### config.mk
export PLATFORM = sky130hd
export DESIGN_NAME = duty_ramp_ctrl_flat
export DESIGN_NICKNAME = d
export VERILOG_FILES = /design/src/rtl/duty_ramp_ctrl_if.sv /design/src/rtl/duty_ramp_ctrl.sv /design/src/flat_wrapper.sv
export SDC_FILE = /design/constraint.sdc
export NUM_CORES = 1
export LEC_CHECK = 0
export ABC_AREA = 1
export CORE_MARGIN = 2
export CORE_UTILIZATION = 25
export CTS_BUF_LIST = sky130_fd_sc_hd__clkbuf_4
export DETAILED_ROUTE_END_ITERATION = 6
export PLACE_DENSITY_LB_ADDON = 0.05
export SETUP_SLACK_MARGIN = 0.15
export SYNTH_ARGS = -nofsm -noshare
export SYNTH_HDL_FRONTEND = slang
export SYNTH_SLANG_ARGS = --single-unit
### constraint.sdc
create_clock -name clk -period 6.8 [get_ports clk]
set_clock_uncertainty 0.15 [all_clocks]
set_input_delay 1.36 -clock clk [delete_from_list [all_inputs] [get_ports clk]]
set_output_delay 1.36 -clock clk [all_outputs]
set_load 0.03 [all_outputs]
### src/rtl/duty_ramp_ctrl_if.sv
// Duty command / PWM-stage signal bundle between the controller and duty_ramp_ctrl.
interface duty_ramp_ctrl_if;
  logic       en;
  logic       fault;
  logic [9:0] d_cmd;
  logic [9:0] d;
  logic       pwm_en;
  logic       at_target;
  logic       faulted;

  modport master (output en, fault, d_cmd, input d, pwm_en, at_target, faulted);
  modport slave  (input en, fault, d_cmd, output d, pwm_en, at_target, faulted);
endinterface

### src/rtl/duty_ramp_ctrl.sv
// Soft-start / slew-limited duty stage feeding the PWM dead-time block.
// Optional ramp-down on disable is built when DUTY_RAMP_DOWN_EN is defined.
module duty_ramp_ctrl #(
  parameter int PERIOD = 1000,
  parameter int DMAX   = 900,
  parameter int STEP   = 5
) (
  input logic             clk,
  input logic             rst,
  duty_ramp_ctrl_if.slave bus
);
  localparam int            PW        = (PERIOD > 1) ? $clog2(PERIOD) : 1;
  localparam logic [PW-1:0] PCNT_LAST = PW'(PERIOD - 1);
  localparam logic [10:0]   DMAX_W    = 11'(DMAX);
  localparam logic [9:0]    DMAX_D    = 10'(DMAX);
  localparam logic [10:0]   STEP_W    = 11'(STEP);

  localparam logic [2:0] S_IDLE  = 3'd0;
  localparam logic [2:0] S_RAMP  = 3'd1;
  localparam logic [2:0] S_TRACK = 3'd2;
  localparam logic [2:0] S_STOP  = 3'd3;
  localparam logic [2:0] S_FAULT = 3'd4;

  logic [PW-1:0] pcnt_r;
  logic [2:0]    state_r, state_s;
  logic [9:0]    tgt_r, tgt_s, tgt_tick_s;
  logic [9:0]    d_r, d_s, d_step_s;
  logic          pwm_en_r, pwm_en_s;
  logic          at_target_r, at_target_s;
  logic          faulted_r, faulted_s;
  logic          tick_s;
  logic          run_s;

  function automatic logic [9:0] clamp_target(input logic [9:0] cmd);
    return ({1'b0, cmd} > DMAX_W) ? DMAX_D : cmd;
  endfunction

  // 11-bit step toward tgt; a carry into bit 10 can only mean corruption, so saturate
  function automatic logic [9:0] step_toward(input logic [9:0] cur, input logic [9:0] tgt);
    logic [10:0] cur_w, tgt_w, gap_w, res_w;
    cur_w = {1'b0, cur};
    tgt_w = {1'b0, tgt};
    if (tgt_w > cur_w) begin
      gap_w = tgt_w - cur_w;
      res_w = cur_w + ((gap_w > STEP_W) ? STEP_W : gap_w);
    end else begin
      gap_w = cur_w - tgt_w;
      res_w = cur_w - ((gap_w > STEP_W) ? STEP_W : gap_w);
    end
    return (res_w[10] == 1'b0) ? res_w[9:0] : DMAX_D;
  endfunction

  // Next-state, next-duty and next-output decode
  always_comb begin
    tick_s     = (pcnt_r == PCNT_LAST);
    tgt_tick_s = tick_s ? clamp_target(bus.d_cmd) : tgt_r;
    d_step_s   = step_toward(d_r, tgt_tick_s);
    state_s    = state_r;
    d_s        = d_r;
    if (bus.fault && (state_r != S_FAULT)) begin
      state_s = S_FAULT;
      d_s     = 10'd0;
    end else begin
      case (state_r)
        S_IDLE: begin
          d_s = 10'd0;
          if (bus.en) begin
            state_s = S_RAMP;
          end else begin
            state_s = S_IDLE;
          end
        end
        S_RAMP, S_TRACK: begin
          if (!bus.en) begin
`ifdef DUTY_RAMP_DOWN_EN
            state_s = S_STOP;
`else
            state_s = S_IDLE;
            d_s     = 10'd0;
`endif
          end else if (tick_s) begin
            d_s = d_step_s;
            if (d_step_s == tgt_tick_s) begin
              state_s = S_TRACK;
            end else begin
              state_s = state_r;
            end
          end else begin
            state_s = state_r;
          end
        end
`ifdef DUTY_RAMP_DOWN_EN
        S_STOP: begin
          if (bus.en) begin
            state_s = S_RAMP;
          end else if (tick_s) begin
            d_s = step_toward(d_r, 10'd0);
            if (d_s == 10'd0) begin
              state_s = S_IDLE;
            end else begin
              state_s = S_STOP;
            end
          end else begin
            state_s = S_STOP;
          end
        end
`endif
        S_FAULT: begin
          d_s = 10'd0;
          if (!bus.en && !bus.fault) begin
            state_s = S_IDLE;
          end else begin
            state_s = S_FAULT;
          end
        end
        default: begin
          state_s = S_IDLE;
          d_s     = 10'd0;
        end
      endcase
    end
    // ramp-down always heads for zero regardless of the request
    if (state_s == S_STOP) begin
      tgt_s = 10'd0;
    end else begin
      tgt_s = tgt_tick_s;
    end
    run_s       = (state_s == S_RAMP) || (state_s == S_TRACK);
    pwm_en_s    = run_s || (state_s == S_STOP);
    at_target_s = run_s && (d_s == tgt_s);
    faulted_s   = (state_s == S_FAULT);
  end

  // State, period counter and registered outputs
  always_ff @(posedge clk) begin
    if (rst) begin
      pcnt_r      <= {PW{1'b0}};
      state_r     <= S_IDLE;
      tgt_r       <= 10'd0;
      d_r         <= 10'd0;
      pwm_en_r    <= 1'b0;
      at_target_r <= 1'b0;
      faulted_r   <= 1'b0;
    end else begin
      pcnt_r      <= tick_s ? {PW{1'b0}} : (pcnt_r + PW'(1));
      state_r     <= state_s;
      tgt_r       <= tgt_s;
      d_r         <= d_s;
      pwm_en_r    <= pwm_en_s;
      at_target_r <= at_target_s;
      faulted_r   <= faulted_s;
    end
  end

  assign bus.d         = d_r;
  assign bus.pwm_en    = pwm_en_r;
  assign bus.at_target = at_target_r;
  assign bus.faulted   = faulted_r;
endmodule
### src/flat_wrapper.sv
// flat-port wrapper written by rule: the top's interface ports become plain ports
module duty_ramp_ctrl_flat 
#(
  parameter int PERIOD = 1000,
  parameter int DMAX   = 900,
  parameter int STEP   = 5
)
  (clk, rst, bus_en, bus_fault, bus_d_cmd, bus_d, bus_pwm_en, bus_at_target, bus_faulted);
  duty_ramp_ctrl_if bus_i ();
  input logic clk;
  input logic rst;
  input wire logic [$bits(bus_i.en)-1:0] bus_en;
  input wire logic [$bits(bus_i.fault)-1:0] bus_fault;
  input wire logic [$bits(bus_i.d_cmd)-1:0] bus_d_cmd;
  output wire logic [$bits(bus_i.d)-1:0] bus_d;
  output wire logic [$bits(bus_i.pwm_en)-1:0] bus_pwm_en;
  output wire logic [$bits(bus_i.at_target)-1:0] bus_at_target;
  output wire logic [$bits(bus_i.faulted)-1:0] bus_faulted;
  assign bus_i.en = bus_en;
  assign bus_i.fault = bus_fault;
  assign bus_i.d_cmd = bus_d_cmd;
  assign bus_d = bus_i.d;
  assign bus_pwm_en = bus_i.pwm_en;
  assign bus_at_target = bus_i.at_target;
  assign bus_faulted = bus_i.faulted;
  duty_ramp_ctrl #(.PERIOD(PERIOD), .DMAX(DMAX), .STEP(STEP)) u_core (.clk(clk), .rst(rst), .bus(bus_i));
endmodule
Word level (Yosys, flattened, before mapping)

Index checks and enable logic that the tools add are counted.

Output and inout port bits: 13
Input bits: 14
Bits in registers: 36
Word-level logic and storage cells: 55

Reduce and logical (&&, ||, !) cells: 10
Mux-type cells: 18
Magnitude comparators: 4
Equality and inequality tests: 11
Add/subtract/negate cells: 5

Operators by type and width:

| cell                                                                  | count |
|---|---|
| 10-bit 2-to-1 mux                                                     | 8 |
| 11-bit 2-to-1 mux                                                     | 3 |
| 11-bit by 3-bit > comparator with 1-bit output, second input constant | 2 |
| 10-bit by 10-bit subtractor with 11-bit output                        | 2 |
| 10-bit == test                                                        | 2 |
| 3-bit 2-to-1 mux                                                      | 5 |
| 10-bit by 11-bit adder with 11-bit output                             | 1 |
| 10-bit by 11-bit subtractor with 11-bit output                        | 1 |
| 10-bit by 1-bit adder with 10-bit output, second input constant       | 1 |
| 10-bit == test, second input constant                                 | 1 |
| 10-bit > comparator                                                   | 1 |
| 10-bit > comparator, second input constant                            | 1 |
| 3-bit by 2-bit == test with 1-bit output, second input constant       | 3 |
| 3-bit case mux with 3 select lines                                    | 1 |
| 3-bit by 1-bit == test with 1-bit output, second input constant       | 2 |
| 3-bit == test, second input constant                                  | 2 |
| 2-bit OR reduction                                                    | 2 |
| 1-bit logical AND                                                     | 3 |
| 3-bit logical NOT                                                     | 1 |
| 3-bit inequality test, second input constant                          | 1 |
| 1-bit logical NOT                                                     | 2 |
| 1-bit logical OR                                                      | 2 |
| 1-bit 2-to-1 mux                                                      | 1 |

Longest topological paths before layout

Gate-level depths: netlist of the first run.

Depth after elaboration: 19
Gate-level depth with buffers: 47
Gate-level depth less buffers: 45

Worst setup path before layout of the first run

OpenSTA, ideal clock, no wires.

Path kind: input -> register
From: input bus_d_cmd[6]
To: register u_core.at_target_r (netlist: u_core.bus.at_target)
Cell stages on the path: 42
Setup time: 112 ps
Path buffers: 1
Required time: 6538 ps
Arrival time: 6530 ps
Slack: 8 ps
Path through: or4_1 > o21ai_2 > nand3_1 > nand2_1 > inv_1 > ha_1 > fa_1 > inv_1 > nand3_1 > nand2_2 > nand2_1 > nand2_1 > nand2_1 > nand2_1 > nand4_1 > nor2_1 > nand4_1 > or2_2 > [6 not listed] > o21ai_0 > nand2_1 > nand2_1 > nand2_1 > nand2_1 > a21oi_1 > inv_1 > nand3_4 > buf_8 > nand3_2 > nand2_1 > nand3_1 > nand2_1 > clkinv_1 > nand2_1 > nor2_2 > nand2_1 > nor2_2

Cells in the longest elaborated chain, start to end: 19
Elaborated cells between the ends (all ways): 31
Classes of those cells: 4 x add/sub; 4 x order compare; 5 x eq/ne; 16 x mux; 2 x reduce/logical

Ends and longest elaborated chain:

| item                                                                                                               | line                                       | source |
|---|---|---|
| from (decl)                                                                                                        | flat_wrapper.sv:14                         | `input wire logic [$bits(bus_i.d_cmd)-1:0] bus_d_cmd;` |
| 10-bit > comparator                                                                                                | duty_ramp_ctrl.sv:35                       | `return ({1'b0, cmd} > DMAX_W) ? DMAX_D : cmd;` |
| 10-bit 2-to-1 mux (*)                                                                                              | duty_ramp_ctrl.sv:35                       |  |
| 10-bit 2-to-1 mux (*)                                                                                              | duty_ramp_ctrl.sv:56                       | `tgt_tick_s = tick_s ? clamp_target(bus.d_cmd) : tgt_r;` |
| 10-bit by 10-bit subtractor with 11-bit output (on tied branches)                                                  | duty_ramp_ctrl.sv:47, duty_ramp_ctrl.sv:44 |  |
| 11-bit by 3-bit > comparator with 1-bit output (on tied branches)                                                  | duty_ramp_ctrl.sv:48, duty_ramp_ctrl.sv:45 |  |
| 11-bit 2-to-1 mux (on tied branches)                                                                               | duty_ramp_ctrl.sv:48, duty_ramp_ctrl.sv:45 |  |
| 10-bit by 11-bit subtractor with 11-bit output / 10-bit by 11-bit adder with 11-bit output (equally long branches) | duty_ramp_ctrl.sv:48, duty_ramp_ctrl.sv:45 |  |
| 11-bit 2-to-1 mux                                                                                                  | duty_ramp_ctrl.sv:43                       | `if (tgt_w > cur_w) begin` |
| [3 not listed]                                                                                                     | n/a                                        |  |
| 3-bit 2-to-1 mux                                                                                                   | duty_ramp_ctrl.sv:81                       | `end else if (tick_s) begin` |
| 3-bit 2-to-1 mux                                                                                                   | duty_ramp_ctrl.sv:74                       | `if (!bus.en) begin` |
| 3-bit case mux with 3 select lines                                                                                 | duty_ramp_ctrl.sv:64                       | `case (state_r)` |
| 3-bit 2-to-1 mux                                                                                                   | duty_ramp_ctrl.sv:60                       | `if (bus.fault && (state_r != S_FAULT)) begin` |
| 3-bit by 2-bit == test with 1-bit output                                                                           | duty_ramp_ctrl.sv:123                      | `if (state_s == S_STOP) begin` |
| 10-bit 2-to-1 mux                                                                                                  | duty_ramp_ctrl.sv:123                      |  |
| 10-bit == test                                                                                                     | duty_ramp_ctrl.sv:130                      | `at_target_s = run_s && (d_s == tgt_s);` |
| 1-bit logical AND (*)                                                                                              | duty_ramp_ctrl.sv:130                      |  |
| to (signal assigned)                                                                                               | duty_ramp_ctrl.sv:150                      | `at_target_r <= at_target_s;` |
| to (decl)                                                                                                          | duty_ramp_ctrl.sv:29                       | `logic at_target_r, at_target_s;` |

Every way passes the cells marked *; elsewhere a longest branch is shown, timed or not.
A chain may end at the register's enable or synchronous reset.

Worst setup path after layout of the first run

From: input bus_d_cmd[6]
To: register u_core.state_r[0]

Cells in the longest elaborated chain, start to end: 15
Elaborated cells between the ends (all ways): 20
Classes of those cells: 4 x add/sub; 4 x order compare; 1 x eq/ne; 11 x mux

Ends and longest elaborated chain:

| item                                                                                                               | line                                       | source |
|---|---|---|
| 10-bit > comparator                                                                                                | duty_ramp_ctrl.sv:35                       |  |
| 10-bit 2-to-1 mux (*)                                                                                              | duty_ramp_ctrl.sv:35                       |  |
| 10-bit 2-to-1 mux (*)                                                                                              | duty_ramp_ctrl.sv:56                       |  |
| 10-bit by 10-bit subtractor with 11-bit output (on tied branches)                                                  | duty_ramp_ctrl.sv:47, duty_ramp_ctrl.sv:44 |  |
| 11-bit by 3-bit > comparator with 1-bit output (on tied branches)                                                  | duty_ramp_ctrl.sv:48, duty_ramp_ctrl.sv:45 |  |
| 11-bit 2-to-1 mux (on tied branches)                                                                               | duty_ramp_ctrl.sv:48, duty_ramp_ctrl.sv:45 |  |
| 10-bit by 11-bit subtractor with 11-bit output / 10-bit by 11-bit adder with 11-bit output (equally long branches) | duty_ramp_ctrl.sv:48, duty_ramp_ctrl.sv:45 |  |
| 11-bit 2-to-1 mux                                                                                                  | duty_ramp_ctrl.sv:43                       |  |
| 10-bit 2-to-1 mux                                                                                                  | duty_ramp_ctrl.sv:50                       | `return (res_w[10] == 1'b0) ? res_w[9:0] : DMAX_D;` |
| 10-bit == test (*)                                                                                                 | duty_ramp_ctrl.sv:83                       | `if (d_step_s == tgt_tick_s) begin` |
| 3-bit 2-to-1 mux (*)                                                                                               | duty_ramp_ctrl.sv:83                       |  |
| 3-bit 2-to-1 mux (*)                                                                                               | duty_ramp_ctrl.sv:81                       |  |
| 3-bit 2-to-1 mux (*)                                                                                               | duty_ramp_ctrl.sv:74                       |  |
| 3-bit case mux with 3 select lines (*)                                                                             | duty_ramp_ctrl.sv:64                       |  |
| 3-bit 2-to-1 mux (*)                                                                                               | duty_ramp_ctrl.sv:60                       |  |
| to (signal assigned)                                                                                               | duty_ramp_ctrl.sv:146                      | `state_r <= state_s;` |
| to (decl)                                                                                                          | duty_ramp_ctrl.sv:25                       | `logic [2:0] state_r, state_s;` |

Marked as above.

==> metrics, run 1 <==
status finished, final reports clean; Core ar. approximately 15,000 um2; fin nets 795; Hold Crit Class reg2reg; Worst Setup Path Type in2reg; top cells by area, synth dfxtp_1, nand2_1, ha_1; total global routing overflow 0; H-Tree Depth 2; commonest non-fill, non-tap cell in the layout nand2_1; Avg Inst Size Synth 6.35 um2; Worst VDD drop ~0.09 mV; HPWL after DPL approximately 11,000 um; first-pass GRT wire length 21,500 um; CTS root buf clkbuf_4; TritonCTS buffer count 5; P_int between 0.0003 and 0.0004 W; Psw 0.0000959 W; syn nets between 600 and 700; WL per Instance 14.5 um; clock sinks 36; final hold vios 0; most frequent CP cell nand2_1; CTS tree built; vias in the first global route 4,130; largest net degree at the start of global routing 25; WP data arrival 6.58 ns; Rel. slew slack 69.4%; top cell type's share of synthesized area around 19%; crit share post-route 95.2%; Fin Setup TNS 0 ns; CTS Hold Bufs 0; Ports 27; Fmax 154 MHz; library cells used by synthesis 46; standard-cell row count 44; Seq/Total Area, Yosys 19.3%; ratio of cells with drive above 1 in the final layout 39.0%; Lkg Pwr 2.79 nW; GRT Resource Usage Total 17.0%; Clock Latency Late Sink about 0.36 ns; antenna viol nets, final 0; RSZ-0062 raised after global routing yes; I/O Buffers 26; Layout Area Growth over Synthesis 54.6%; # DRC 0; predominant post-synthesis flop cell dfxtp_1; Initial Util 25.6%; Die Width 126 um; Tmin final approximately 6.5 ns; Die Area ~16,000 um2; Synth Cell Area between 3000 and 4000 um2; kind of end point of the critical path flop; Clock Pin Slew Worst Setup and Hold Paths 0.12 ns; Startpoint Class primary input; Die Y 126 um; Via density 4.52; Syn Inst Count 588; Req. time, crit path slightly below 7 ns; yosys warns 0; slowest cell delay on critical path 0.53 ns; final wirelength around 14,000 um; Comb power frac 7.3%; Seq cells post-synth 36; final slew viol count 0; count of flip-flops with a built-in enable after synthesis 0; most frequent cells in the layout nand2_1, buf_4, inv_1, nor2_1, dfxtp_1; Power Density approximately 70 nW/um2; crit path max fanout 8; switching part of the total a little under a quarter; power share of the clock group 39.6%; Core Util, Final 39.6%; CP max-delay cell or4_4; via count 4,213; Iter 0 DRT Violations 303; async set-reset flop share out of synthesis 0%; cell taking the most area after synthesis dfxtp_1; Placer Congestion 0.907; power share of the sequential group 53.1%; initial antenna violation count 1; worst-margin pin slew roughly 0.46 ns; Final setup viols 0; Bufs on Longest Clock Path 2; max-cap viol count 0; drt first pass iters 5
## final cells by class
class	instances	area, um2
Clock inverter	2	35.0
Inverter	96	365
Clock buffer	6	45.0
Antenna cell	1	2.50
Sequential cell	36	721
Multi-Input combinational cell	441	2990
Tap cell	184	230
Fill cell	1592	8810
Timing Repair Buffer	166	1390
## cells by family (layout without fill, tap and decap cells)
group,after synthesis,in the layout,synth area share [%]
adders and majority gates,35,35,12.3
DFF,36,36,19.3
other,0,1,0
AOI/OAI and AO/OA,67,67,9.95
xor gates and xnor gates,17,17,3.99
and+or+nand+nor,321,322,40.6
buffers and inverters,112,270,13.8
## sequential cells by signal, summed over array words and instances (netlist names)
signal / cells
u_core.bus.faulted: 1
u_core.tgt_r: 10
u_core.state_r: 3
u_core.bus.d: 10
u_core.pcnt_r: 10
u_core.bus.pwm_en: 1
u_core.bus.at_target: 1
## power by group through the flow
| stage | Clock, W | Sequential [W] | Combinational, W |
|---|---|---|---|
| final | 0.000161 | 0.000216 | 0.0000295 |
| after global routing | 0.000177 | 0.000216 | 0.0000326 |
| after detailed placement | 0 | 0.000221 | 0.0000283 |
| after global placement | 0 | 0.000221 | 0.0000283 |
| after CTS | 0.000170 | 0.000216 | 0.0000288 |
| after floorplan | 0 | 0.000222 | 0.00000907 |
## synth_stat cells (7+ instances only)
cell / instances
nand2_1: 163
inv_1: 87
nor2_1: 51
a21oi_1: 41
nand3_1: 37
dfxtp_1: 36
ha_1: 32
nand4_1: 17
xor2_1: 14
o21ai_0: 12
nand2_2: 10
nor3_1: 7
## critical path: cells and delay by family
family                   cells  cell delay, ns
adder cells (fa/ha/maj)      4            0.87
AO/OA/AOI/OAI                6            0.92
buffers and inverters        7            0.79
AND/OR/NAND/NOR             27            2.58
## path summary, 6_finish.rpt
kind	startpoint	to	slack [ns]	cells past startpoint
max	bus_d_cmd[6]	u_core.state_r[0]$_SDFF_PP0_	0.33	44
min reg2reg	u_core.pcnt_r[4]$_SDFF_PP0_	u_core.pcnt_r[4]$_SDFF_PP0_	0.32	2
min	u_core.pcnt_r[4]$_SDFF_PP0_	u_core.pcnt_r[4]$_SDFF_PP0_	0.32	2
max reg2reg	u_core.pcnt_r[0]$_SDFF_PP0_	u_core.state_r[0]$_SDFF_PP0_	0.90	44
## per-layer routing
metal	vias to the layer above	part of all wire (%)	GRT usage (%)
li1	2181	-	-
met1	1921	47	22.8
met2	92	47	28.6
met3	19	4.3	2.42
met4	0	2.0	4.78
met5	-	0	0
## stage by stage
stage,setup slack [ns],total power (W),instances,cell area (um2),hold slack [ns]
detailed placement,-0.721,0.000249,899,4990,0.303
finish,0.326,0.000406,932,5780,0.322
global route,0.0180,0.000426,932,5780,0.373
floorplan,0.155,0.000231,588,3760,0.280
global placement,-0.701,0.000249,899,4990,0.296
CTS,0.159,0.000415,923,5450,0.326
## repair_timing
| item | in CTS | in global routing |
|---|---|---|
| endpoints found under the setup margin | 13 | 13 |
| gates resized for setup | 60 | 82 |
| pin swaps | 37 | 56 |
| gates cloned | 3 | 0 |
| setup buffers | 13 | 8 |
| endpoints found under the hold margin | 0 | 0 |
Note: power is estimated with default switching activity, not from simulation.
==> inputs of run 2 (changes only) <==
==> constraint.sdc (replaced) <==
create_clock -name clk -period 5.7 [get_ports clk]
set_clock_uncertainty 0.15 [all_clocks]
set_input_delay 1.14 -clock clk [delete_from_list [all_inputs] [get_ports clk]]
set_output_delay 1.14 -clock clk [all_outputs]
set_load 0.03 [all_outputs]
==> metrics, run 2 (synthesized netlist as in run 1, its figures left out) <==
final slew viol count 0 (unchanged); Initial Util 25.6% (unchanged); Iter 0 DRT Violations 168 (-45%); total power 0.000486 W (+20%); HPWL after DPL 11,300 um (+3.2%); clock sinks 36 (unchanged); GRT Resource Usage Total 17.4% (+0.36 points); final wirelength 13,500 um (-0.18%); via count 4,258 (+1.1%); CP max-delay cell or4_4; Die Area 15,900 um2 (unchanged); Die Width 126 um (unchanged); antenna viol nets, final 0 (unchanged); Hold Crit Class reg2reg; most frequent cells in the layout buf_4, nand2_1, inv_1, nor2_1, a21oi_1; # DRC 0 (unchanged); CTS tree built; Worst VDD drop 0.0946 mV (+6.9%); DP Worst Slack -1.55 ns (-0.825 ns); Ports 27 (unchanged); I/O Buffers 26 (unchanged); CTS Hold Bufs 0 (unchanged); most frequent CP cell nand2_1; vias in the first global route 4,303 (+4.2%); drt first pass iters 5 (unchanged); Final setup viols 13 (+13); initial antenna violation count 0 (-1); ratio of cells with drive above 1 in the final layout 37.7% (-1.2 points); Power Density 83.5 nW/um2 (+19%); Placer Congestion 0.863 (-4.8%); max-cap viol count 0 (unchanged); slowest cell delay on critical path 0.53 ns (about the same); Core ar. 14,600 um2 (unchanged); RSZ-0062 raised after global routing yes; Via density 4.43 (-2.0%); Req. time, crit path 5.82 ns (-1.08 ns); Fill cells 1,574 (-1.1%); Clock Latency Late Sink 0.37 ns (about the same); FF+latch area 721 um2 (unchanged); FF-to-FF Start u_core.pcnt_r[0]$_SDFF_PP0_; Worst Setup SP bus_d_cmd[6]; Lkg Pwr 2.89 nW (+3.6%); WP data arrival 6.44 ns (-0.14 ns); H-Tree Depth 2 (unchanged); largest net degree at the start of global routing 25 (unchanged); Startpoint Class primary input; kind of end point of the critical path flop; commonest non-fill, non-tap cell in the layout buf_4; fin nets 825 (+3.8%); Fmax 158 MHz; crit share post-route 111%; Clock Pin Slew Worst Setup and Hold Paths 0.13 ns (about the same); Bufs on Longest Clock Path 2 (unchanged); Rel. slew slack 32.0% (-37 points); diode count 0 (-1); CTS root buf clkbuf_4; TritonCTS buffer count 5 (unchanged); worst setup margin -0.612 ns (-0.937 ns); failing checks negative setup slack; standard-cell row count 44 (unchanged); Worst Setup Path Type in2reg; total global routing overflow 0 (unchanged); number of cells on the worst reg-to-reg path 40 (-9.1%); crit path max fanout 5 (-3); WL per Instance 14.1 um (-3.2%); first-pass GRT wire length 22,100 um (+2.6%); status complete, but fails checks; Multi-input gate area 2880 um2 (-3.6%); Worst R2R Setup Slack -0.36 ns (-1.26 ns); Tmin final 6.31 ns; Setup crit end u_core.state_r[0]$_SDFF_PP0_; RR Endpoint u_core.state_r[0]$_SDFF_PP0_; Layout Area Growth over Synthesis 55.9%; final hold vios 0 (unchanged); Die Y 126 um (unchanged); worst-margin pin slew 1.02 ns (+0.561 ns)
[run 2: changes by cell type in the layout (fill, tap and decap cells not counted), moves of 5 or more]
cell	delta
a21oi_2	-5
dlygate4sd2_1	+5
buf_4	+32
nand2_1	+8
a21oi_1	+5
[run 2: cell type report]
type,count,area share (%)
flip-flops and latches,36,12.4
well taps,184,3.95
clock buffers,5,0.644
clock inverters,3,0.730
multi-input cells,443,49.5
repair buffers,194,26.6
inverters,96,6.27
[run 2: routing by layer]
| metal | wire, um | up-vias | global-route usage, % | share of wire, % |
|---|---|---|---|---|
| met5 | 0 | - | 0 | 0 |
| met4 | 250 | 0 | 4.40 | 1.8 |
| met3 | 373 | 18 | 1.57 | 2.8 |
| met2 | 6720 | 62 | 30.6 | 50 |
| met1 | 6170 | 1933 | 22.9 | 46 |
| li1 | - | 2245 | - | - |
[run 2: worst min path at each step]
stage / startpoint / endpoint / slack [ns] / cells after the start
2_1_floorplan: u_core.pcnt_r[0]$_SDFF_PP0_ / u_core.pcnt_r[0]$_SDFF_PP0_ / 0.28 / 1
3_3_place_gp: u_core.pcnt_r[4]$_SDFF_PP0_ / u_core.pcnt_r[4]$_SDFF_PP0_ / 0.30 / 2
3_5_place_dp: u_core.pcnt_r[4]$_SDFF_PP0_ / u_core.pcnt_r[4]$_SDFF_PP0_ / 0.31 / 2
4_1_cts: u_core.pcnt_r[4]$_SDFF_PP0_ / u_core.pcnt_r[4]$_SDFF_PP0_ / 0.33 / 2
5_1_grt: u_core.pcnt_r[4]$_SDFF_PP0_ / u_core.pcnt_r[4]$_SDFF_PP0_ / 0.35 / 2
6_report: u_core.pcnt_r[4]$_SDFF_PP0_ / u_core.pcnt_r[4]$_SDFF_PP0_ / 0.32 / 2
[run 2: per-stage QoR]
stage	hold slack (ns)	utilization, %	instances	cell area [um2]	TNS (ns)
after floorplan	0.280	-	588	3830	-3.27
after global placement	0.301	36.7	938	5360	-16.58
after detailed placement	0.311	36.7	938	5360	-17.27
after CTS	0.329	39.2	958	5720	-4.78
after global routing	0.353	39.9	961	5820	-9.68
final	0.325	39.9	961	5820	-5.84
[run 2: power breakdown]
part	total, W	switching, W	internal (W)
sequential	0.000257	0.00000187	0.000255
combinational	0.0000357	0.0000175	0.0000181
clock	0.000194	0.000102	0.0000914
total	0.000486	0.000122	0.000365
[run 2: repair_timing]
action | in CTS | in global routing
pin swaps | 44 | 19
gates cloned | 3 | 0
setup buffers | 9 | 3
gates resized for setup | 72 | 22
endpoints found under the setup margin | 13 | 13
[run 2: worst max-delay path: cells and delay by family]
family | cells | cell delay, ns
buffers and inverters | 5 | 0.46
AND/OR/NAND/NOR | 26 | 2.99
AO/OA/AOI/OAI | 6 | 0.95
adder cells (fa/ha/maj) | 4 | 0.87
==> inputs of run 3 (changes only) <==
--- a/config.mk
+++ b/config.mk
@@ -11,6 +11,7 @@
 export CTS_BUF_LIST = sky130_fd_sc_hd__clkbuf_4
 export DETAILED_ROUTE_END_ITERATION = 6
 export PLACE_DENSITY_LB_ADDON = 0.05
+export REMOVE_ABC_BUFFERS = 1
 export SETUP_SLACK_MARGIN = 0.15
 export SYNTH_ARGS = -nofsm -noshare
 export SYNTH_HDL_FRONTEND = slang
==> metrics, run 3 (synthesized netlist as in run 1, its figures left out) <==
met3 WL 198 um (-47%); Die Area 15,900 um2 (unchanged); CTS root buf clkbuf_4; # DRC 0 (unchanged); failing checks negative setup slack; initial antenna violation count 0 (unchanged); Hold WS 0.324 ns (-0.000932 ns); Worst Setup Path Type in2reg; M1 wire length 6350 um (+3.0%); ratio of cells with drive above 1 in the final layout 40.4% (+2.7 points); drt first pass iters 4 (-1); Clock Pin Slew Worst Setup and Hold Paths 0.12 ns (about the same); CP max-delay cell or4_4; Lkg Pwr 2.93 nW (+1.7%); final slew viol count 0 (unchanged); Bufs on Longest Clock Path 2 (unchanged); Iter 0 DRT Violations 194 (+15%); Tmin final 6.24 ns (-0.0678 ns); worst setup margin -0.544 ns (+0.0678 ns); crit path max fanout 6 (+1); final wirelength 13,500 um (-0.17%); Rel. slew slack 74.8% (+43 points); crit share post-route 110% (-1.2 points); Req. time, crit path 5.81 ns (about the same); uppermost layer routed met4; first-pass GRT wire length 21,300 um (-3.6%); total global routing overflow 0 (unchanged); commonest non-fill, non-tap cell in the layout buf_4; Initial Util 25.6% (unchanged); most frequent cells in the layout buf_4, nand2_1, inv_1, nor2_1, dfxtp_1; Core ar. 14,600 um2 (unchanged); TritonCTS buffer count 5 (unchanged); RSZ-0062 raised after global routing yes; diode count 0 (unchanged); fin cells 961 (unchanged); most frequent CP cell nand2_1; status complete, but fails checks; GRT Resource Usage Total 16.9% (-0.53 points); via count 4,231 (-0.63%); Die Y 126 um (unchanged); Clock Latency Late Sink 0.36 ns (about the same); fin nets 825 (unchanged); worst-margin pin slew 0.376 ns (-0.640 ns); max-cap viol count 0 (unchanged); H-Tree Depth 2 (unchanged); met2 WL post-DR 6690 um (-0.55%); slowest cell delay on critical path 0.53 ns (about the same); Die Width 126 um (unchanged); Fmax 160 MHz (+1.1%); Startpoint Class primary input; largest net degree at the start of global routing 25 (unchanged); Power Density 75.0 nW/um2 (-10%); WP data arrival 6.36 ns (-0.08 ns); Hold Crit Class reg2reg; Ports 27 (unchanged); Fin Setup TNS -4.23 ns (+1.61 ns); final hold vios 0 (unchanged); Via density 4.40 (-0.63%); total power 0.000442 W (-9.2%); placed insts 929 (-0.96%); Fill cells 1,582 (+0.51%); Worst VDD drop 0.119 mV (+25%); standard-cell row count 44 (unchanged); antenna viol nets, final 0 (unchanged); I/O Buffers 26 (unchanged); CTS tree built; Placer Congestion 0.855 (-0.87%); WL per Instance 14.0 um (-0.17%); vias in the first global route 4,236 (-1.6%); clock sinks 36 (unchanged); Final setup viols 13 (unchanged); HPWL after DPL 10,900 um (-3.5%); Layout Area Growth over Synthesis 57.7%; kind of end point of the critical path flop
[run 3: cell types whose count changed in the layout (fill, tap and decap cells not counted), sizes merged]
cell           previous run  this run
dlygate4sd2               5         2
buf                     171       173
dlymetal6s2s              0         2
bufinv                    1         0
clkbuf                    5         6
clkdlybuf4s50            17        18
nand2                   178       177
nand3                    46        45
[run 3: through the flow]
step	instance area, um2	setup slack [ns]	utilization (%)
floorplan	3580	-0.966	-
global placement	5190	-1.78	35.6
detailed placement	5190	-1.82	35.6
CTS	5650	-0.616	38.7
global route	5890	-0.864	40.4
finish	5890	-0.544	40.4
[run 3: what timing repair did]
item	CTS	global route
setup endpoints to repair	13	13
pin swaps	46	44
cloned	3	0
setup buffers	12	9
hold buffers	0	0
hold endpoints to repair	0	0
gates resized for setup	81	56
[run 3: area by class of cell]
class	instances	area, um2	share of cell area (%)
Inverter	96	367	6.22
Timing Repair Buffer	196	1610	27.4
Multi-Input combinational cell	441	2900	49.3
Clock buffer	6	45.0	0.765
Clock inverter	2	11.3	0.191
Tap cell	184	230	3.91
Sequential cell	36	721	12.2
[run 3: power breakdown]
part / switching, W / internal (W)
sequential: 0.00000169 / 0.000255
combinational: 0.0000178 / 0.0000192
clock: 0.0000962 / 0.0000517
total: 0.000116 / 0.000326
[run 3: routing by layer]
layer | up-vias | global-route usage [%]
met4 | 0 | 4.72
met1 | 1928 | 21.9
met5 | - | 0
met3 | 13 | 1.32
li1 | 2243 | -
met2 | 47 | 30.0
[run 3: worst max-delay path: cells and delay by family]
kind | cells | cell delay [ns]
adders and majority gates | 4 | 0.94
buffers and inverters | 6 | 0.59
AOI/OAI and AO/OA | 6 | 0.76
and+or+nand+nor | 27 | 2.89
[run 3: final timing paths]
path / from / endpoint / slack (ns) / cells after the start
max reg2reg: u_core.pcnt_r[0]$_SDFF_PP0_ / u_core.state_r[0]$_SDFF_PP0_ / 0.03 / 43
max: bus_d_cmd[5] / u_core.state_r[0]$_SDFF_PP0_ / -0.54 / 43
min reg2reg: u_core.pcnt_r[4]$_SDFF_PP0_ / u_core.pcnt_r[4]$_SDFF_PP0_ / 0.32 / 2
min: u_core.pcnt_r[4]$_SDFF_PP0_ / u_core.pcnt_r[4]$_SDFF_PP0_ / 0.32 / 2
==> patch 1: new RTL, settings of run 3 <==
`DMAX` is set to 900 in 2 places; all go to 512.
--- a/src/rtl/duty_ramp_ctrl.sv
+++ b/src/rtl/duty_ramp_ctrl.sv
@@ -3,5 +3,5 @@
 module duty_ramp_ctrl #(
   parameter int PERIOD = 1000,
-  parameter int DMAX   = 900,
+  parameter int DMAX   = 512,
   parameter int STEP   = 5
 ) (
--- a/src/flat_wrapper.sv
+++ b/src/flat_wrapper.sv
@@ -3,5 +3,5 @@
 #(
   parameter int PERIOD = 1000,
-  parameter int DMAX   = 900,
+  parameter int DMAX   = 512,
   parameter int STEP   = 5
 )
Function: no difference found for any inputs over 10 cycles, from zero or initial values and one cycle with rst high; that may be too few to reach the edited logic, so the function may still have changed.
==> patch 1 against run 3 <==
The flow still finishes with violations (setup timing). Synthesized area is 4.0% lower. Sequential power hardly changed. Sequential cell count stayed put. Via count is 0.43% lower. First-iteration DRC count is 42% higher. Hold slack better by 0.024 ns. Global-route usage is 1.7 points higher. Design area is 4.5% higher. Core utilization is 3.8 points higher. Wire length is 1.9% higher. Setup slack better by 0.44 ns. Power is 2.0% higher. Largest cell class unchanged. Highest routed layer unchanged.
==> patch 1: results (changes against run 3) <==
grt:
  met3_usage: 0.0234  # was 0.0132
  use_met1: 0.244  # was 0.219
  use_met2: 0.318  # was 0.300
  grt_pass1_vias: 4149  # was 4236
  grt_usage: 0.186  # was 0.169
  grt_pass1_wl_mm: 21.6  # was 21.3 mm
layout:
  nNonClkBuffers: 186  # was 196
  nNonClkInverters: 100  # was 96
  seq_area_frac: 0.117  # was 0.122
  clkbuf_count: 5  # was 6
  multi_input_gates: 414  # was 441
  nets: 792  # was 825
  final-nonclk-buf-share: 0.251  # was 0.274
  fill_cells: 1444  # was 1582
  multi_input_area_sq_mm: 0.00323  # was 0.00290 sq mm
  drive_above_1_share: 0.478  # was 0.404
  fin_util: 0.442  # was 0.404
routing:
  drtPass1Iterations: 5  # was 4
  wl_met1_mm: 6.49  # was 6.35 mm
  wl_met3_um: 404  # was 198 um
  wire_per_inst_um: 14.9  # was 14.0 um
  avgViaCountPerCell: 4.56  # was 4.40
  wl_met2_mm: 6.68  # was 6.69 mm
clocking:
  cts_resized: 145  # was 81
  postCtsSetupRepairBufs: 21  # was 12
placed_design:
  globalplace.congestion: 0.916  # was 0.855
  place_inst: 876  # was 929
  hpwlAfterDp_mm: 10.7  # was 10.9 mm
  place_area_sq_mm: 0.00491  # was 0.00519 sq mm
setup_path:
  critical_path.slowest_cell: "fa_2"  # was or4_4
  arrival_ns: 5.94  # was 6.36 ns
  cpPeakStageDelay_ns: 0.36  # was 0.53 ns
timing:
  finalSetupTns_ns: -0.259  # was -4.23 ns
  setup_viol: 4  # was 13
  layout_setup_ws_ns: -0.108  # was -0.544 ns
power:
  powerSeq_uw: 258  # was 257 uW
  switching_share: 0.283  # was 0.262
  p_clk_uw: 153  # was 148 uW
synth:
  avgSynthCellArea_sq_um: 6.38  # was 6.35 sq um
  synth-compound-area-share: 0.118  # was 0.0995
  synth_fa_ha_area_frac: 0.128  # was 0.123
  synth_common_cells: "nand2_1 (136), inv_1 (94), nor2_1 (62), a21oi_1 (36), dfxtp_1 (36)"  # was nand2_1 (163), inv_1 (87), nor2_1 (51), a21oi_1 (41), nand3_1 (37)
  yosysSeqAreaShare: 0.201  # was 0.193
  synth.distinct_cells: 47  # was 46
  synth_area_leaders: "dfxtp_1 (20%), nand2_1 (14%), ha_1 (11%)"  # was dfxtp_1 (19%), nand2_1 (16%), ha_1 (11%)
status:
  violations: "setup timing"  # unchanged
  status: "finished, violations left"  # unchanged
==> patch 1: cell families (layout without fill, tap and decap cells) <==
group,count (synthesis),in the layout
AOI/OAI and AO/OA,75,75
xor gates and xnor gates,16,16
adders and majority gates,35,35
buffers and inverters,114,294
DFF,36,36
and+or+nand+nor,286,288
==> patch 1: path summary, 6_finish.rpt <==
| check | cells after the start | to | slack (ns) | start |
|---|---|---|---|---|
| min reg2reg | 2 | u_core.pcnt_r[8] | 0.35 | u_core.pcnt_r[8] |
| min | 2 | u_core.pcnt_r[8] | 0.35 | u_core.pcnt_r[8] |
| max | 39 | u_core.state_r[0] | -0.11 | bus_d_cmd[3] |
| max reg2reg | 40 | u_core.state_r[0] | -0.04 | u_core.pcnt_r[1] |
==> patch 1: through the flow <==
step                      power (mW)  worst slack [ns]
after floorplan                0.273             -2.21
after global placement         0.297             -1.59
after detailed placement       0.297             -1.67
after CTS                      0.457            -0.125
after global routing           0.474            -0.390
final                          0.451            -0.108
==> patch 2: new RTL, settings of run 3 <==
Made on the original files. Take the reset off `d_r` and load it in a clocked block of its own.
--- a/src/rtl/duty_ramp_ctrl.sv
+++ b/src/rtl/duty_ramp_ctrl.sv
@@ -138,5 +138,4 @@
       state_r     <= S_IDLE;
       tgt_r       <= 10'd0;
-      d_r         <= 10'd0;
       pwm_en_r    <= 1'b0;
       at_target_r <= 1'b0;
@@ -146,9 +145,12 @@
       state_r     <= state_s;
       tgt_r       <= tgt_s;
-      d_r         <= d_s;
       pwm_en_r    <= pwm_en_s;
       at_target_r <= at_target_s;
       faulted_r   <= faulted_s;
     end
+  end
+
+  always_ff @(posedge clk) begin
+    d_r <= d_s;
   end
 
Behaviour: no difference found for any inputs over 10 cycles, from zero or initial values and one cycle with rst high; that may be too few to reach the edited logic, so the function may still have changed.
==> patch 2 against run 3 <==
The run still ends with setup timing left. Synthesized area decreased by 4.2%. Power increased by 10%. Sequential power about the same. Final cell count decreased by 0.42%. Design area increased by 1.6%. Sequential cell count unchanged. Wire length decreased by 1.2%. Setup slack improved by 0.22 ns.
==> patch 2: results (changes against run 3) <==
setup_path:
  crit_family: "simple AND/OR/NAND/NOR gates"  # unchanged
  critical_path.slowest_cell: "a221o_1"  # was or4_4
  arrival_ns: 6.13  # was 6.36 ns
  r2r_end: "u_core.state_r[0]"  # unchanged
  cpPeakStageDelay_ns: 0.38  # was 0.53 ns
  regToRegSetupSlack_ns: -0.14  # was 0.03 ns
synth:
  yosysSeqAreaShare: 0.201  # was 0.193
  synth.distinct_cells: 42  # was 46
  synth_common_cells: "nand2_1 (149), inv_1 (92), nor2_1 (44), a21oi_1 (40), nand3_1 (38)"  # was nand2_1 (163), inv_1 (87), nor2_1 (51), a21oi_1 (41), nand3_1 (37)
  synth_area_leaders: "dfxtp_1 (20%), nand2_1 (16%), ha_1 (11%)"  # was dfxtp_1 (19%), nand2_1 (16%), ha_1 (11%)
layout:
  fill_cells: 1493  # was 1582
  multi_input_area_sq_mm: 0.00280  # was 0.00290 sq mm
status:
  status: "finished, violations left"  # unchanged
  violations: "setup timing"  # unchanged
placed_design:
  place_area_sq_mm: 0.00512  # was 0.00519 sq mm
  hpwlAfterDp_mm: 10.9  # about the same
  place_ws_ns: -1.51  # was -1.82 ns
clocking:
  clkSlewWorstSetupHoldPaths_ns: 0.12  # about the same
  insertion_delay_ns: 0.36  # about the same
timing:
  slew_headroom: 0.664  # was 0.748
  setup_viol: 11  # was 13
  finalSetupTns_ns: -1.81  # was -4.23 ns
  layout_setup_ws_ns: -0.319  # was -0.544 ns
power:
  power_leakage_nw: 3.03  # was 2.93 nW
  ir_drop_v: 0.000155  # was 0.000119 V
  switchingPower_uw: 114  # was 116 uW
routing:
  avgViaCountPerCell: 4.47  # was 4.40
  drt_wl_total_mm: 13.3  # was 13.5 mm
  drtIter0Drc: 220  # was 194
grt:
  use_met1: 0.239  # was 0.219
  grt_usage: 0.181  # was 0.169
  use_met2: 0.317  # was 0.300
  grt_pass1_wl_mm: 21.3  # about the same
-- patch 2: cell count changes after synthesis, sizes merged, moves of 5 or more --
cell / delta
nand2: -15
nor2: -11
inv: +8
o31ai: +5
-- patch 2: worst max-delay path by stage --
stage                                 endpoint  slack, ns  cells after the start    startpoint
after detailed placement     u_core.state_r[0]      -1.51                     44  bus_d_cmd[5]
after CTS                 u_core.bus.at_target      -0.23                     45  bus_d_cmd[4]
after floorplan           u_core.bus.at_target      -0.78                     44  bus_d_cmd[5]
after global placement    u_core.bus.at_target      -1.43                     47  bus_d_cmd[5]
after global routing         u_core.state_r[0]      -0.66                     45  bus_d_cmd[5]
final                        u_core.state_r[0]      -0.32                     38  bus_d_cmd[5]
-- patch 2: cells by family (layout without fill, tap and decap cells) --
family	count (synthesis)	after routing	share of synthesized area
compound gates	72	72	0.117
fa+ha+maj	35	35	0.129
buf+inv	119	324	0.135
xor+xnor	19	19	0.0465
flops	36	36	0.201
simple gates	291	291	0.371
-- patch 2: layout make-up --
| class | count | share of cell area |
|---|---|---|
| multi-input combinational | 417 | 0.467 |
| timing repair buffer | 211 | 0.294 |
| sequential | 36 | 0.120 |
| inverter | 105 | 0.0675 |
| tap | 180 | 0.0376 |
| clock buffer | 6 | 0.00752 |
| clock inverter | 2 | 0.00585 |
-- patch 2: repair_timing --
action | in CTS | in global routing
cloned | 3 | 0
endpoints found under the hold margin | 0 | 0
gates resized for setup | 150 | 40
setup buffers | 25 | 7
setup endpoints to repair | 13 | 13
pin swaps | 58 | 48
-- patch 2: routing by layer --
layer  part of all wire  wire length (um)  vias to the layer above
met3              0.018               245                       20
met2               0.48              6420                       61
met1               0.48              6450                     1966
met5                  0                 0                        -
met4              0.016               216                        0
li1                   -                 -                     2234
-- patch 2: stage by stage --
stage	hold WS (ns)	std cells
5_1_grt	0.365	957
4_1_cts	0.327	950
3_5_place_dp	0.309	914
2_1_floorplan	0.280	558
6_report	0.326	957
3_3_place_gp	0.308	914
-- patch 2: power groups by stage --
| stage | Combinational (mW) | Clock (mW) | Sequential (mW) |
|---|---|---|---|
| finish | 0.0384 | 0.191 | 0.257 |
| global route | 0.0421 | 0.209 | 0.257 |
| CTS | 0.0368 | 0.198 | 0.257 |
| detailed placement | 0.0346 | 0 | 0.262 |
| global placement | 0.0346 | 0 | 0.262 |
| floorplan | 0.00925 | 0 | 0.265 |
-- patch 2: worst min-delay path, delay by kind of cell, from the launching register on --
family           cells  cell delay [ns]
AND/OR/NAND/NOR      1             0.06
AO/OA/AOI/OAI        1             0.05
flip-flops           1             0.33
